`config.mk`:
```
export PLATFORM = sky130hd
export DESIGN_NAME = mmio_timer
export DESIGN_NICKNAME = d
export VERILOG_FILES = /design/src/rtl/mmio_timer.sv
export SDC_FILE = /design/constraint.sdc
export NUM_CORES = 1
export LEC_CHECK = 0
export CORE_AREA = 2 2 90 92
export CTS_CLUSTER_DIAMETER = 120
export DETAILED_ROUTE_END_ITERATION = 8
export DIE_AREA = 0 0 92 94
export GPL_TIMING_DRIVEN = 1
export HOLD_SLACK_MARGIN = 0.12
export PLACE_DENSITY = 0.79
export SYNTH_ARGS = -nofsm -noshare
export SYNTH_HDL_FRONTEND = slang
export SYNTH_SLANG_ARGS = --single-unit
```
`constraint.sdc`:
```
create_clock -name clk -period 4.2 [get_ports clk]
set_input_delay 0.84 -clock clk [delete_from_list [all_inputs] [get_ports clk]]
set_output_delay 0.84 -clock clk [all_outputs]
set_load 0.02 [all_outputs]
```
`src/rtl/mmio_timer.sv`:
```
// Memory-mapped down-counter timer with a power-of-two prescaler, one-shot/periodic
// modes, a sticky expiry flag and a level interrupt.
module mmio_timer #(
  parameter int WIDTH = 16
) (
  input  logic             clk,
  input  logic             rst,
  input  logic [1:0]       addr,
  input  logic [WIDTH-1:0] wdata,
  input  logic             write,
  output logic [WIDTH-1:0] rdata,
  output logic             irq
);

  localparam logic [1:0] ADDR_CTRL   = 2'd0;
  localparam logic [1:0] ADDR_RELOAD = 2'd1;
  localparam logic [1:0] ADDR_COUNT  = 2'd2;
  localparam logic [1:0] ADDR_STATUS = 2'd3;

  logic [7:0]       ctrl_q,    ctrl_d;
  logic [WIDTH-1:0] reload_q,  reload_d;
  logic [WIDTH-1:0] count_q,   count_d;
  logic [15:0]      pcnt_q,    pcnt_d;
  logic             running_q, running_d;
  logic             flag_q,    flag_d;

  logic        ctrl_en;
  logic        ctrl_periodic;
  logic [3:0]  ctrl_psc;
  logic [15:0] psc_mask;
  logic        tick;
  logic        expire;

  assign ctrl_en       = ctrl_q[0];
  assign ctrl_periodic = ctrl_q[1];
  assign ctrl_psc      = ctrl_q[7:4];

  // Only the low PSC bits of the prescaler are compared, so a tick lands every 2^PSC clocks.
  assign psc_mask = (16'd1 << ctrl_psc) - 16'd1;
  assign tick     = running_q && ((pcnt_q & psc_mask) == psc_mask);
  assign expire   = tick && (count_q == '0);

  always_comb begin
    ctrl_d    = ctrl_q;
    reload_d  = reload_q;
    count_d   = count_q;
    pcnt_d    = pcnt_q;
    running_d = running_q;
    flag_d    = flag_q;

    if (running_q) begin
      pcnt_d = tick ? 16'd0 : pcnt_q + 16'd1;
    end else begin
      pcnt_d = 16'd0;
    end

    if (tick) begin
      if (count_q != '0) begin
        count_d = count_q - WIDTH'(1);
      end else if (ctrl_periodic) begin
        count_d = reload_q;
      end else begin
        running_d = 1'b0;
      end
    end

    // Clear first so that an expiry in the same cycle wins.
    if (write && (addr == ADDR_STATUS) && wdata[0]) begin
      flag_d = 1'b0;
    end
    if (expire) begin
      flag_d = 1'b1;
    end

    // Bus writes override tick-driven updates to the same register.
    if (write) begin
      case (addr)
        ADDR_CTRL: begin
          ctrl_d = {wdata[7:4], 1'b0, wdata[2:0]};
          pcnt_d = 16'd0;
          if (wdata[0] && !ctrl_en) begin
            count_d   = reload_q;
            running_d = 1'b1;
          end else if (!wdata[0]) begin
            count_d   = count_q;
            running_d = 1'b0;
          end
        end
        ADDR_RELOAD: reload_d = wdata;
        ADDR_COUNT:  count_d  = wdata;
        default: ;
      endcase
    end
  end

  always_ff @(posedge clk or posedge rst) begin
    if (rst) begin
      ctrl_q    <= '0;
      reload_q  <= '0;
      count_q   <= '0;
      pcnt_q    <= '0;
      running_q <= 1'b0;
      flag_q    <= 1'b0;
    end else begin
      ctrl_q    <= ctrl_d;
      reload_q  <= reload_d;
      count_q   <= count_d;
      pcnt_q    <= pcnt_d;
      running_q <= running_d;
      flag_q    <= flag_d;
    end
  end

  always_comb begin
    rdata = '0;
    case (addr)
      ADDR_CTRL:   rdata = {{(WIDTH-8){1'b0}}, ctrl_q};
      ADDR_RELOAD: rdata = reload_q;
      ADDR_COUNT:  rdata = count_q;
      ADDR_STATUS: rdata = {{(WIDTH-2){1'b0}}, running_q, flag_q};
      default:     rdata = '0;
    endcase
  end

  assign irq = flag_q & ctrl_q[2];

endmodule

```
Word-level counts from Yosys, hierarchy flattened
Cells that the tools add are included.
{"block": "op_classes", "addsub": 3, "mul": 0, "div_mod_pow": 0, "order_cmp": 0, "eq_ne": 5, "shift": 1, "mux": 21, "bitwise_logic": 2, "n_reduce_logical": 12}
{"operator": "$mux 16", "count": 10}
{"operator": "$pmux 16 s4", "count": 1}
{"operator": "$pmux 16 s2", "count": 1}
{"operator": "$sub 16x1->16 const B", "count": 2}
{"operator": "$add 16x1->16 const B", "count": 1}
{"operator": "$and 16x16->16", "count": 1}
{"operator": "$eq 16x16->1", "count": 1}
{"operator": "$logic_not 16->1", "count": 1}
{"operator": "$reduce_bool 16->1", "count": 1}
{"operator": "$shl 1x4->16 const A", "count": 1}
{"operator": "$mux 1", "count": 9}
{"operator": "$logic_and 1x1->1", "count": 5}
{"operator": "$eq 2x2->1 const B", "count": 2}
{"operator": "$ne 4x4->1 const B", "count": 1}
{"operator": "$reduce_and 2->1", "count": 2}
{"operator": "$eq 2x1->1 const B", "count": 1}
{"operator": "$logic_not 2->1", "count": 1}
{"operator": "$reduce_bool 2->1", "count": 1}
{"operator": "$and 1x1->1", "count": 1}
{"operator": "$logic_not 1->1", "count": 1}
{"block": "word_totals", "reg_bits": 57, "latch_bits": 0, "ram_bits": 0, "mem_bits_ro": 0, "inputBits": 21, "out_inout_bits": 17, "elab_cells": 50, "mem_count": 0}

Depth between registers and ports, before layout
Gate-level depths: netlist of the first run.
{"block": "logic_depth", "ltp_word": 10, "depth_mapped": 14, "mapped_depth_nobuf": 10}

Worst setup path after synthesis of the first run
OpenSTA, ideal clock, no wires.
{"block": "synth_timing", "path_kind": "register -> register", "start": "register ctrl_q[7]", "end": "register count_q[10]", "setup_time_ns": 0.138, "arrival_time_ns": 3.016, "t_required_ns": 4.062, "setup_slack_ns": 1.046, "path_stages_with_launch": 13, "cell_sequence": "dfrtp_1 > buf_2 > or4_1 > ha_1 > clkbuf_1 > o21bai_1 > o211ai_1 > a21oi_1 > a211o_1 > or3_1 > buf_2 > o41ai_2 > a211oi_2"}
{"block": "synth_via", "elab_chain_len": 10}
{"item": "start, declared", "line": "20", "source": "logic [7:0] ctrl_q, ctrl_d;"}
{"item": "start signal, assigned", "line": "105", "source": "ctrl_q <= ctrl_d;"}
{"item": "$shl 1x4->16 *", "line": "39", "source": "assign psc_mask = (16'd1 << ctrl_psc) - 16'd1;"}
{"item": "$sub 16x1->16 *", "line": "39"}
{"item": "$and 16x16->16", "line": "40", "source": "assign tick = running_q && ((pcnt_q & psc_mask) == psc_mask);"}
{"item": "$eq 16x16->1 *", "line": "40"}
{"item": "$logic_and 1x1->1 *", "line": "40"}
{"item": "$mux 16 *", "line": "57", "source": "if (tick) begin"}
{"item": "$mux 16", "line": "84", "source": "end else if (!wdata[0]) begin"}
{"item": "$mux 16", "line": "81", "source": "if (wdata[0] && !ctrl_en) begin"}
{"item": "$pmux 16 s2", "line": "77", "source": "case (addr)"}
{"item": "$mux 16 *", "line": "76", "source": "if (write) begin"}
{"item": "end signal, assigned", "line": "107", "source": "count_q <= count_d;"}
{"item": "end, declared", "line": "22", "source": "logic [WIDTH-1:0] count_q, count_d;"}
Every way passes the cells marked *; elsewhere a longest branch is shown, timed or not. The select of a mux whose other input is x is not followed.
A chain may end at the register's enable or synchronous reset.

Final worst setup path of the first run
{"block": "layout_timing", "start": "register ctrl_q[4]", "end": "register pcnt_q[9]"}
{"block": "layout_via", "elab_chain_len": 9}
{"item": "$shl 1x4->16 *", "line": "39"}
{"item": "$sub 16x1->16 *", "line": "39"}
{"item": "$and 16x16->16", "line": "40"}
{"item": "$eq 16x16->1 *", "line": "40"}
{"item": "$logic_and 1x1->1 *", "line": "40"}
{"item": "$mux 16 *", "line": "52", "source": "pcnt_d = tick ? 16'd0 : pcnt_q + 16'd1;"}
{"item": "$mux 16 *", "line": "51", "source": "if (running_q) begin"}
{"item": "$mux 16", "line": "77"}
{"item": "$mux 16 *", "line": "76"}
{"item": "net pcnt_d[9]", "line": "23", "source": "logic [15:0] pcnt_q, pcnt_d;"}
{"item": "end signal, assigned", "line": "108", "source": "pcnt_q <= pcnt_d;"}
{"item": "end, declared", "line": "23"}
The timed path passes the listed nets; every way through them passes the cells marked *.

==> impl_metrics.tcl, run 1 <==
set metrics [dict create \
    synthArstFlopShare_pct 100 \
    clkTransAtPathRegs_ns 0.10 \
    clockRootBuffer "clkbuf_8" \
    whs_path_depth 2 \
    drc 0 \
    max_freq_mhz 264 \
    r2r_slack_ns 0.41 \
    yosys_warnings 0 \
    yosys.area.top_type "dfrtp_1" \
    io_buffers 37 \
    reg2reg_to "pcnt_q[9]" \
    cts_setup_buffers 0 \
    initialDrtViolationCount 629 \
    die_w_um 92 \
    grt_max_degree 47 \
    p_leak_uw 0.00196 \
    synth_edf_count 0 \
    syn_to_final_growth_pct 14.3 \
    fin_crit_ns 3.79 \
    cts.path.max_buffers 2 \
    tns_ns 0 \
    tritoncts "done" \
    overflow 0 \
    worstMarginPinSlew_ns 0.973 \
    required_ns 4.38 \
    hold_class "register to register" \
    drive_above_1_share_pct 9.35 \
    synth_flop_cell "dfrtp_1" \
    clock_latency_ns 0.31 \
    yosys.area_share.adder_pct 1.22 \
    drt-pass1-iter-count 5 \
    netlist_area_um2 4110 \
    num_vias 4264 \
    synth_compound_area_share_pct 25.4 \
    worstReg2RegStart "ctrl_q[4]" \
    relSlewSlack_pct 35.0 \
    setup_ws_ns 0.406 \
    grt_usage_pct 28.7 \
    hold_start "ctrl_q[2]" \
    ys_seq_elements 56 \
    seq_area_frac_synth_pct 34.1 \
    viasPerCell 6.69 \
    fin_crit_sh_pct 90.3 \
    dieArea_um2 8650 \
    synthMuxAreaShare_pct 6.91 \
    ant_nets 0 \
    yosysTopAreaCellShare_pct 34.1 \
    synth_xor_area_share_pct 2.98 \
    final-setup-viol-count 0 \
    maxSlewViolCount 0 \
    outcome "completed" \
    antenna_found_initial 0 \
    power_density_nw_per_um2 360 \
    synth_top_family_by_area "compound AO/OA/AOI/OAI gates" \
    cts_made_buffers 5 \
    syn-num-nets 535 \
    skew_ns 0.00962 \
    hpwl_um 8500 \
    ir_worst_vdd_uv 184 \
    r2r_cells 9 \
    setup.worst_path.end_class "register" \
    antennaDiodeCount 0 \
    synthCells 510 \
    ctsResizeCount 0 \
    wirelength_um 12000 \
    crit_path_max_fanout 16 \
    hold_buffers 0 \
    place_congestion 1.03 \
    fin_nets 559 \
    worstPathArrival_ns 3.97 \
    syn_avg_cell_area_um2 8.06 \
    clock_sinks 56 \
    rsz0062_at_grt "no" \
    worstSetupPathType "register to register" \
    layout_commonest_cell "nand2_1" \
    hold_viol_final 0 \
    dp_worst_setup_slack_ns 0.438 \
    cap_viol_max_count 0 \
    grt_first_pass_wirelength_um 19800 \
    critPathLaunchType "register" \
    placementRows 32 \
    synthSimpleGateAreaFrac_pct 23.9 \
    core-area_um2 7610 \
    h-tree-depth 2 \
    layout_common_cells "nand2_1 (64), dfrtp_1 (56), nor2_1 (46)" \
    synth.distinct_cells 67 \
    initial_core_util_pct 54.0 \
    whs_endpoint "ctrl_q[2]" \
    synth.area.top_cells "dfrtp_1 (34%), nand2_1 (5.8%), o21ai_0 (5.2%)" \
    io_pins 38 \
    die_h_um 94 \
    grt_pass1_vias 3905 \
    wire_per_inst_um 18.8 \
]
-- state kept, by name (all words and copies together), names as in the netlist --
name,flops
pcnt_q,15
count_q,16
reload_q,16
ctrl_q,7
running_q,1
flag_q,1
-- layer usage --
layer	wire [µm]	GRT usage (%)
met1	5020	41.3
met2	5150	41.9
met3	1290	4.25
met4	501	14.4
met5	0	0
-- how the worst max path moves through the flow --
stage	start	endpoint	slack, ns
after floorplan	ctrl_q[7]	count_q[10]	1.05
after CTS	ctrl_q[4]	pcnt_q[9]	0.42
final	ctrl_q[4]	pcnt_q[9]	0.41
after global routing	ctrl_q[4]	pcnt_q[11]	0.19
after detailed placement	ctrl_q[4]	pcnt_q[9]	0.44
after global placement	addr[0]	rdata[12]	0.53
-- synthesized netlist by cell type (8+ instances only) --
cell	count
nand2_1	64
dfrtp_1	56
nor2_1	46
o21ai_0	43
a21oi_1	32
clkbuf_1	28
inv_1	18
nand3_1	17
and3_1	15
mux2_2	15
nand2b_1	11
a22o_1	10
nor3_1	10
o211ai_1	10
xor2_1	8
-- area by class of cell --
class / instances / area (µm²)
Tap cell: 102 / 128
Sequential cell: 56 / 1400
Fill cell: 654 / 2910
Clock inverter: 2 / 35.0
Clock buffer: 6 / 72.6
Inverter: 18 / 67.6
Timing Repair Buffer: 55 / 505
Multi-Input combinational cell: 398 / 2490
-- cell families (layout without fill, tap and decap cells) --
kind of cell | count (synthesis) | after routing
xor+xnor | 14 | 14
mux | 24 | 24
simple gates | 201 | 201
compound gates | 155 | 155
fa+ha+maj | 4 | 4
buf+inv | 56 | 81
flops | 56 | 56
-- worst max-delay path: stages (launching register included) --
cell and delay [ns]:
dfrtp_1 0.52, or4_1 0.57, ha_1 0.40, inv_1 0.18
nor3_1 0.07, o311a_1 0.30, a2111o_1 0.34, or3_1 0.63
nand3_1 0.54, nor2_1 0.12
-- where the power goes --
group | internal, µW | total, µW | switching, µW
Sequential | 620 | 770 | 150
Clock | 177 | 354 | 177
Combinational | 261 | 564 | 304
Total | 1060 | 1690 | 630
-- stage by stage --
stage	power [µW]	hold slack, ns	instance area [µm²]	utilization [%]	instances
floorplan	1130	0.456	4110	-	510
global placement	1310	0.487	4590	60.3	629
detailed placement	1330	0.488	4590	60.3	629
CTS	1680	0.508	4700	61.7	637
global route	1790	0.546	4700	61.7	637
finish	1690	0.509	4700	61.7	637
Note: power is estimated with default switching activity, not from simulation.
==> inputs of run 2 (changes only) <==
--- a/constraint.sdc
+++ b/constraint.sdc
@@ -3,2 +3,2 @@
 set_output_delay 0.84 -clock clk [all_outputs]
-set_load 0.02 [all_outputs]
+set_load 0.01 [all_outputs]
==> impl_metrics.tcl, run 2 (same netlist as run 1, synthesis figures left out) <==
set metrics [dict create \
    fin_crit_sh_pct 91.6 \
    crit_path_max_fanout 16 \
    dpl-instance-area_um2 4590 \
    viasPerCell 6.73 \
    syn_to_final_growth_pct 13.9 \
    ant_nets 0 \
    grt_pass1_vias 4061 \
    relSlewSlack_pct 44.7 \
    endpoint "pcnt_q[7]" \
    final-setup-viol-count 0 \
    wirelength_um 12200 \
    ctsResizeCount 0 \
    wire_per_inst_um 19.1 \
    die_w_um 92 \
    cts_made_buffers 5 \
    power_density_nw_per_um2 350 \
    required_ns 4.38 \
    cap_viol_max_count 0 \
    tritoncts "done" \
    core-area_um2 7610 \
    initialDrtViolationCount 536 \
    num_vias 4285 \
    die_h_um 94 \
    worstReg2RegStart "ctrl_q[6]" \
    fill_cells 696 \
    antennaDiodeCount 0 \
    hpwl_um 8490 \
    rsz0062_at_grt "no" \
    antenna_found_initial 0 \
    skew_ns 0.00556 \
    cts_setup_buffers 0 \
    place_congestion 1.04 \
    hold_class "register to register" \
    r2r_cells 9 \
    fin_nets 559 \
    max_freq_mhz 260 \
    clockRootBuffer "clkbuf_8" \
    drc 0 \
    hold_viol_final 0 \
    dieArea_um2 8650 \
    outcome "completed" \
    critPathLaunchType "register" \
    crit_path_start "ctrl_q[6]" \
    final_area_um2 4680 \
    layout_common_cells "nand2_1 (64), dfrtp_1 (56), nor2_1 (46)" \
    reg2reg_to "pcnt_q[7]" \
    reg_top3 "count_q: 16 flops, reload_q: 16 flops, pcnt_q: 15 flops" \
    tns_ns 0 \
    clkTransAtPathRegs_ns 0.11 \
    worstSetupPathType "register to register" \
    fin_crit_ns 3.85 \
    setup.worst_path.end_class "register" \
    io_buffers 37 \
    grt_max_degree 39 \
    r2r_slack_ns 0.35 \
    drt-pass1-iter-count 6 \
    p_leak_uw 0.00195 \
    initial_core_util_pct 54.0 \
    overflow 0 \
    clock_sinks 56 \
    h-tree-depth 2 \
    hold_buffers 0 \
    clock_latency_ns 0.32 \
    setup_ws_ns 0.352 \
    drive_above_1_share_pct 9.53 \
    grt_first_pass_wirelength_um 20200 \
    worstPathArrival_ns 4.03 \
    cts.path.max_buffers 2 \
    postLayoutCoreUtil_pct 61.5 \
    dp_worst_setup_slack_ns 0.425 \
    layout_commonest_cell "nand2_1" \
    ir_worst_vdd_uv 192 \
    maxSlewViolCount 0 \
    io_pins 38 \
    placementRows 32 \
    worstMarginPinSlew_ns 0.828 \
    grt_usage_pct 29.1 \
]
## run 2: area by class of cell
| type | instances | area, µm² | area share (%) |
|---|---|---|---|
| Inverter | 18 | 67.6 | 1.44 |
| Timing Repair Buffer | 55 | 505 | 10.8 |
| Clock buffer | 5 | 68.8 | 1.47 |
| Tap cell | 102 | 128 | 2.73 |
| Multi-Input combinational cell | 398 | 2490 | 53.1 |
| Sequential cell | 56 | 1400 | 29.9 |
| Clock inverter | 3 | 23.8 | 0.508 |
## run 2: worst min path at each step
stage / cells past startpoint / slack [ns] / startpoint / end
after detailed placement: 2 / 0.48 / ctrl_q[2] / ctrl_q[2]
after global placement: 2 / 0.48 / ctrl_q[2] / ctrl_q[2]
after floorplan: 2 / 0.46 / flag_q / flag_q
after CTS: 2 / 0.51 / ctrl_q[2] / ctrl_q[2]
final: 2 / 0.50 / ctrl_q[2] / ctrl_q[2]
after global routing: 2 / 0.56 / ctrl_q[2] / ctrl_q[2]
## run 2: power by group
group          internal, µW  leakage (µW)  switching, µW
registers               620      0.000706            145
logic                   262       0.00120            296
clock network           119     0.0000404            195
## run 2: stage by stage
stage | cells | total power, µW | hold WS (ns)
global route | 637 | 1730 | 0.561
global placement | 629 | 1290 | 0.482
detailed placement | 629 | 1310 | 0.483
CTS | 637 | 1630 | 0.510
finish | 637 | 1640 | 0.504
floorplan | 510 | 1110 | 0.456
## run 2: critical path, stage by stage, from the launching register on
cell and delay, ns:
dfrtp_1 0.56, or4_1 0.51, ha_1 0.41, nand2_1 0.15, a21oi_1 0.05, o311a_1 0.35, a2111o_1 0.34, or3_1 0.63
nand3_1 0.60, nor2_1 0.12
## run 2: routing by layer
| layer | up-vias | GRT usage [%] | wire (µm) |
|---|---|---|---|
| met2 | 294 | 42.2 | 5200 |
| met4 | 0 | 11.3 | 402 |
| met3 | 52 | 5.62 | 1420 |
| met5 | - | 0 | 0 |
| li1 | 1916 | - | - |
| met1 | 2023 | 42.9 | 5150 |
==> inputs of run 3 (changes only) <==
Clock period 4.2 ns to 4.54 ns, I/O delays scaled along.
==> impl_metrics.tcl, run 3 (same netlist as run 1, synthesis figures left out) <==
set metrics [dict create \
    grt_first_pass_wirelength_um 19600 \
    drive_above_1_share_pct 8.68 \
    outcome "completed" \
    fin_crit_ns 3.94 \
    die_w_um 92 \
    r2r_slack_ns 0.60 \
    reg_top3 "count_q: 16 flops, reload_q: 16 flops, pcnt_q: 15 flops" \
    viasPerCell 6.62 \
    dieArea_um2 8650 \
    io_buffers 37 \
    wire_per_inst_um 18.8 \
    whs_endpoint "flag_q" \
    worstReg2RegStart "ctrl_q[7]" \
    antennaDiodeCount 0 \
    placementRows 32 \
    r2r_cells 9 \
    fin_nets 554 \
    tns_ns 0 \
    cts_setup_buffers 0 \
    clockRootBuffer "clkbuf_8" \
    dpl-instance-area_um2 4550 \
    io_pins 38 \
    layout_commonest_cell "nand2_1" \
    hpwl_um 8400 \
    worstPathArrival_ns 4.13 \
    fin_crit_sh_pct 86.9 \
    antenna_found_initial 0 \
    final-setup-viol-count 0 \
    place_congestion 1.03 \
    drc 0 \
    hold_start "flag_q" \
    regArea_um2 1400 \
    whs_path_depth 2 \
    fill_cells 692 \
    setup.worst_path.end_class "register" \
    clock_latency_ns 0.32 \
    p_leak_uw 0.00193 \
    worstMarginPinSlew_ns 0.879 \
    overflow 0 \
    die_h_um 94 \
    grt_usage_pct 28.5 \
    cap_viol_max_count 0 \
    multi_input_area_um2 2490 \
    tritoncts "done" \
    relSlewSlack_pct 41.3 \
    hold_class "register to register" \
    power_density_nw_per_um2 331 \
    cts.path.max_buffers 2 \
    grt_pass1_vias 3770 \
    hold_viol_final 0 \
    final_area_um2 4660 \
    hold_buffers 0 \
    h-tree-depth 2 \
    layout_common_cells "nand2_1 (64), dfrtp_1 (56), nor2_1 (46)" \
    crit_path_max_fanout 20 \
    clkTransAtPathRegs_ns 0.10 \
    drt-pass1-iter-count 6 \
    skew_ns 0.00629 \
    wirelength_um 11900 \
    core-area_um2 7610 \
    ant_nets 0 \
    grt_max_degree 42 \
    maxSlewViolCount 0 \
    reg2reg_to "pcnt_q[7]" \
    syn_to_final_growth_pct 13.5 \
    ir_worst_vdd_uv 167 \
    hold_ws_ns 0.535 \
    initial_core_util_pct 54.0 \
    ctsResizeCount 0 \
    rsz0062_at_grt "no" \
    worstSetupPathType "register to register" \
    cts_made_buffers 5 \
    max_freq_mhz 254 \
    initialDrtViolationCount 530 \
    critPathLaunchType "register" \
    num_vias 4182 \
    required_ns 4.73 \
    clock_sinks 56 \
]
-- run 3: how the worst max path moves through the flow --
stage          startpoint           to  slack (ns)
2_1_floorplan   ctrl_q[7]  count_q[10]        1.39
3_3_place_gp      addr[0]    rdata[10]        0.72
3_5_place_dp    ctrl_q[7]   pcnt_q[13]        0.62
4_1_cts         ctrl_q[7]    pcnt_q[7]        0.63
5_1_grt         ctrl_q[7]    pcnt_q[3]        0.37
6_report        ctrl_q[7]    pcnt_q[7]        0.60
-- run 3: routing by layer --
layer	track usage [%]	wire length, µm
met1	42.5	5270
met2	40.1	5050
met3	5.06	1130
met4	13.1	443
met5	0	0
-- run 3: power by group --
group | switching [µW] | leakage, µW | internal (µW)
clock network | 171 | 0.0000541 | 164
registers | 150 | 0.000706 | 574
logic | 249 | 0.00117 | 235
-- run 3: critical path, cell delays in order, from the launching register on --
cell and delay [ns]:
dfrtp_1 0.60, or4_1 0.63, ha_1 0.39, inv_1 0.19
nor3_1 0.07, o311a_1 0.29, a2111o_1 0.33, or3_1 0.62
nand3_1 0.56, nor2_1 0.12
-- run 3: per-stage QoR --
stage          utilization [%]  total power, µW  setup WS [ns]  std cells
2_1_floorplan                -             1020           1.39        510
3_3_place_gp              59.8             1190          0.720        624
3_5_place_dp              59.8             1200          0.618        624
4_1_cts                   61.3             1530          0.629        632
5_1_grt                   61.3             1630          0.371        632
6_report                  61.3             1540          0.596        632
-- run 3: layout make-up --
cell class	instances	share of cell area, %
Clock buffer	5	1.48
Timing Repair Buffer	50	10.0
Multi-Input combinational cell	398	53.3
Tap cell	102	2.74
Inverter	18	1.45
Sequential cell	56	30.1
Clock inverter	3	0.912
